--- config.mk ---
export PLATFORM = sky130hd
export DESIGN_NAME = fb_stream_pixel_unpacker
export DESIGN_NICKNAME = d
export VERILOG_FILES = /design/src/rtl/fb_stream_pixel_unpacker.sv
export SDC_FILE = /design/constraint.sdc
export NUM_CORES = 1
export LEC_CHECK = 0
export ABC_AREA = 1
export CAP_MARGIN = 20
export CORE_AREA = 2 2 132 134
export DETAILED_ROUTE_END_ITERATION = 12
export DIE_AREA = 0 0 134 136
export PLACE_DENSITY = 0.56
export SLEW_MARGIN = 10
export SYNTH_ARGS = -nofsm -noshare
export SYNTH_HDL_FRONTEND = slang
export SYNTH_SLANG_ARGS = --single-unit
export TNS_END_PERCENT = 30
--- constraint.sdc ---
create_clock -name aclk -period 1.7 [get_ports aclk]
set_input_delay 0.425 -clock aclk [delete_from_list [all_inputs] [get_ports aclk]]
set_output_delay 0.425 -clock aclk [all_outputs]
set_load 0.05 [all_outputs]
--- src/rtl/fb_stream_pixel_unpacker.sv ---
// Framebuffer word-to-pixel unpacker: holds one wide word and emits its pixels one per
// clock, checking each frame's pixel count against FRAME_SIZE_IN_PIXELS.
//
// state | meaning
// EMPTY | no word buffered; s_fb_axis_tready high
// FULL  | word buffered; pixels idx..PPW-1 still to be emitted
module fb_stream_pixel_unpacker #(
   parameter int CMD_STREAM_WIDTH     = 64,
   parameter int PIXEL_WIDTH          = 16,
   parameter int FRAME_SIZE_IN_PIXELS = 76800
) (
   input  logic                        aclk,
   input  logic                        resetn,
   input  logic                        s_fb_axis_tvalid,
   output logic                        s_fb_axis_tready,
   input  logic                        s_fb_axis_tlast,
   input  logic [CMD_STREAM_WIDTH-1:0] s_fb_axis_tdata,
   output logic                        m_pixel_axis_tvalid,
   input  logic                        m_pixel_axis_tready,
   output logic                        m_pixel_axis_tlast,
   output logic [PIXEL_WIDTH-1:0]      m_pixel_axis_tdata,
   output logic                        frame_done,
   output logic                        frame_error
);

   localparam int PPW   = CMD_STREAM_WIDTH / PIXEL_WIDTH;
   localparam int IDX_W = (PPW > 1) ? $clog2(PPW) : 1;
   localparam int CNT_W = (FRAME_SIZE_IN_PIXELS > 1) ? $clog2(FRAME_SIZE_IN_PIXELS) : 1;
   localparam logic [IDX_W-1:0] IDX_LAST = IDX_W'(PPW - 1);
   localparam logic [CNT_W-1:0] CNT_LAST = CNT_W'(FRAME_SIZE_IN_PIXELS - 1);

   typedef enum logic {
      EMPTY = 1'b0,
      FULL  = 1'b1
   } state_t;

   state_t                      state;
   logic [CMD_STREAM_WIDTH-1:0] word_buf;
   logic                        buf_last;
   logic [IDX_W-1:0]            idx;
   logic [CNT_W-1:0]            cnt;

   logic                        buf_valid;
   logic                        last_px;
   logic                        s_hs;
   logic                        m_hs;
   logic [PIXEL_WIDTH-1:0]      px_lane [PPW];

   for (genvar g = 0; g < PPW; g++) begin : g_lane
      assign px_lane[g] = word_buf[g*PIXEL_WIDTH +: PIXEL_WIDTH];
   end

   assign buf_valid = (state == FULL);
   assign last_px   = (idx == IDX_LAST);

   // Refill is allowed on the same edge the final pixel of the current word leaves,
   // which keeps the output gap-free; this is the only input-to-output combinational path.
   assign s_fb_axis_tready    = !buf_valid | (m_pixel_axis_tready & last_px);
   assign m_pixel_axis_tvalid = buf_valid;
   assign m_pixel_axis_tdata  = px_lane[idx];
   assign m_pixel_axis_tlast  = buf_valid & buf_last & last_px;

   assign s_hs = s_fb_axis_tvalid & s_fb_axis_tready;
   assign m_hs = m_pixel_axis_tvalid & m_pixel_axis_tready;

   always_ff @(posedge aclk or negedge resetn) begin
      if (!resetn) begin
         state       <= EMPTY;
         word_buf    <= '0;
         buf_last    <= 1'b0;
         idx         <= '0;
         cnt         <= '0;
         frame_done  <= 1'b0;
         frame_error <= 1'b0;
      end else begin
         frame_done  <= 1'b0;
         frame_error <= 1'b0;

         if (s_hs) begin
            word_buf <= s_fb_axis_tdata;
            buf_last <= s_fb_axis_tlast;
            state    <= FULL;
            idx      <= '0;
         end else if (m_hs) begin
            if (last_px) begin
               state <= EMPTY;
               idx   <= '0;
            end else begin
               idx <= idx + IDX_W'(1);
            end
         end

         // An overlong frame wraps the counter so the next frame is still measured from zero.
         if (m_hs) begin
            if (m_pixel_axis_tlast) begin
               cnt         <= '0;
               frame_done  <= 1'b1;
               frame_error <= (cnt != CNT_LAST);
            end else if (cnt == CNT_LAST) begin
               cnt         <= '0;
               frame_error <= 1'b1;
            end else begin
               cnt <= cnt + CNT_W'(1);
            end
         end
      end
   end

endmodule

==> impl_results.md <==
* NumNets Final at 738
* Reg2reg start: idx[0]$_DFFE_PN0P_
* Int Pwr at 6.889 mW
* Reg2Reg Setup Slack at 0 ns
* Sw Ratio at 43.20%
* # IOs at 90
* First-pass GRT wire length at 19.57 mm
* Max Cap Viol at 0
* Worst setup SP type: flop
* Clock buffer depth at 2
* Area delta synth->final at 51.04%
* GRT overflow at 0
* Sw power at 5.239 mW
* Most used cell, CP: buf_4
* Clock transition at path regs at 0.07 ns
* Core ar. at 0.01688 mm²
* Cell family with most CP delay: buffers and inverters
* Via Count at 3802
* Clock Power Share at 16.9%
* Die H at 136 µm
* Logic pwr share at 53.5%
* Critical Path, Cell by Cell: buf_4, ha_4, buf_4, nand3_2, inv_2, buf_12
* Leakage Power at 2.967 nW
* Design Power at 12.13 mW
* Initial antenna violation count at 0
* Status: complete, but fails checks
* Syn nets at 623
* Via density at 4.243
* Drt pass-1 iters at 4
* Clk_lat worst skew at 0.35 ns
* Sequential area share after synthesis at 52.49%
* Die Span X at 134 µm
* Post-route cell area at 0.006265 mm²
* Synth Area per Inst at 7.514 µm²
* Share of layout cells above drive strength 1 at 17.29%
* Sinks on Clock Net at 87
* Post-synthesis register bit count at 87
* Slew @ Worst Pin at 0.2848 ns
* Number of I/O port buffers at 89
* Worst slack at placement at -0.1502 ns
* Sequential power share at 29.6%
* Req. time, crit path at 1.27 ns
* Total CTS buffers at 9
* Final clock skew at 0.009950 ns
* Rows at 48
* Worst hold path type: input port to asynchronous set/reset pin
* Synth Cell Area at 0.004148 mm²
* Final Setup Violations at 18
* Crit Path Max Fanout at 5
* Placed cells at 877
* Slowest cell on the critical path: dfrtp_2
* Placed cell area at 0.005759 mm²
* Vias in the first global route at 3939
* Fin cells at 896
* CP endpoint kind: output port
* Commonest non-fill, non-tap cell in the layout: nand2_1
* Critical path origin: idx[0]$_DFFE_PN0P_
* Max Fclk at 505.4 MHz
* Commonest non-fill, non-tap cells in the layout: 248 x nand2_1, 85 x dfrtp_1, 71 x nor2_1
* Worst setup margin at -0.2788 ns
* Post-detail-place hpwl at 8.251 mm
* Fin. max-slew vios at 0
* Maximum VDD drop at 1.223 mV
* Crit path depth at 6
* Crit-path max cell delay at 0.46 ns
* WL per Instance at 13.02 µm
* Final RePlAce weighted congestion at 0.8204
* 1st-iter DRT viols at 184
* H-Tree Depth at 3
* Post-route minimum period at 1.979 ns
* GRT Total Usage at 13.74%
* Critical Path Sink: m_pixel_axis_tlast
* Worst r2r path cells at 8
* CTS tree: done
* FF-to-FF End: word_buf[41]$_DFFE_PN0P_
* Post-Syn Instances at 552
* WS Path Type: flop to output port
* Number of antenna-violating nets in the routed design at 0
* Final period utilization at 116.4%
* Crit path DAT at 1.55 ns
* Initial Util at 24.58%
* DRC at 0
* Buf/Inv on CP at 4
* Largest net degree at the start of global routing at 66
* RSZ-0062 raised after global routing: true
* Final wirelength at 11.67 mm
* Yosys warns at 0
* Final Hold Fails at 0
* Failing checks: setup timing
* Power density over the cells at 1936 mW/mm²
* Synth cell types at 22
* Rel. slew slack at 81.01%
* # diodes at 0
* Clock Root Buffer: clkbuf_16
* Die area at 0.01822 mm²
-- worst min-delay path by stage --
stage	end	slack [ns]
6_report	word_buf[21]$_DFFE_PN0P_	0.46
5_1_grt	word_buf[21]$_DFFE_PN0P_	0.47
4_1_cts	word_buf[21]$_DFFE_PN0P_	0.46
3_5_place_dp	word_buf[21]$_DFFE_PN0P_	0.24
3_3_place_gp	word_buf[21]$_DFFE_PN0P_	0.24
2_1_floorplan	buf_last$_DFFE_PN0P_	0.13
-- cell families (layout without fill, tap and decap cells) --
| group | Yosys count | count (layout) | share of synthesized area (%) |
|---|---|---|---|
| xor+xnor | 3 | 3 | 0.6336 |
| compound gates | 61 | 61 | 8.326 |
| flops | 87 | 87 | 52.49 |
| simple gates | 346 | 346 | 32.19 |
| fa+ha+maj | 2 | 2 | 0.6032 |
| buf+inv | 53 | 172 | 5.762 |
-- sequential cells by signal, indices dropped and copies added (netlist names) --
| name | count |
|---|---|
| cnt | 17 |
| buf_last | 1 |
| idx | 2 |
| m_pixel_axis_tvalid | 1 |
| frame_done | 1 |
| frame_error | 1 |
| word_buf | 64 |
-- power by group through the flow --
stage | Sequential (mW) | Combinational, mW | Clock, mW
5_1_grt | 3.71 | 7.07 | 2.20
2_1_floorplan | 3.39 | 4.15 | 0
6_report | 3.59 | 6.49 | 2.05
3_3_place_gp | 3.55 | 5.96 | 0
3_5_place_dp | 3.56 | 6.01 | 0
4_1_cts | 3.57 | 6.45 | 2.12
-- repair_timing --
action,CTS,global route
buffers inserted,1,1
endpoints found under the hold margin,2,0
pin swaps,2,1
resized for setup,53,18
hold buffers,1,0
gates cloned,0,1
endpoints found under the setup margin,18,65
-- per-stage QoR --
step	utilization, %	hold slack (ns)	setup TNS, ns
6_report	37.12	0.4551	-4.420
5_1_grt	37.12	0.4690	-8.764
4_1_cts	36.65	0.4618	-4.882
3_5_place_dp	34.13	0.2389	-6.315
3_3_place_gp	34.13	0.2418	-4.761
2_1_floorplan	-	0.1294	0
-- Yosys cell counts --
library cell / number / area, µm²
buf_2: 8 / 40.04
inv_2: 2 / 7.510
xor2_1: 3 / 26.28
a21oi_1: 1 / 5.000
o22ai_1: 17 / 106.4
nand2_2: 2 / 12.51
clkbuf_1: 11 / 41.29
nand4_1: 2 / 12.51
buf_1: 1 / 3.750
dfrtp_1: 87 / 2177
nor2_1: 75 / 281.5
buf_4: 6 / 45.04
nand2_1: 248 / 930.9
ha_1: 2 / 25.02
nor3_1: 2 / 10.01
o21ai_0: 39 / 195.2
o21bai_1: 3 / 22.52
buf_6: 1 / 11.26
nand3_1: 15 / 75.07
nor2_2: 2 / 12.51
inv_1: 24 / 90.09
a21oi_4: 1 / 16.27
-- per-layer routing --
| layer | vias up | wire (µm) | GRT usage [%] |
|---|---|---|---|
| li1 | 1953 | - | - |
| met1 | 1746 | 5704 | 18.48 |
| met2 | 91 | 5197 | 21.71 |
| met3 | 12 | 576 | 2.983 |
| met4 | 0 | 189 | 5.142 |
| met5 | - | 0 | 0 |
-- area by class of cell --
cell class	instances	area, µm²
fillers	1739	10610
flip-flops and latches	87	2180
multi-input cells	412	2007
repair buffers	131	1391
well taps	225	281.5
clock buffers	11	252.7
inverters	26	100.1
clock inverters	4	52.55
Power figures use the tool's default switching activity.
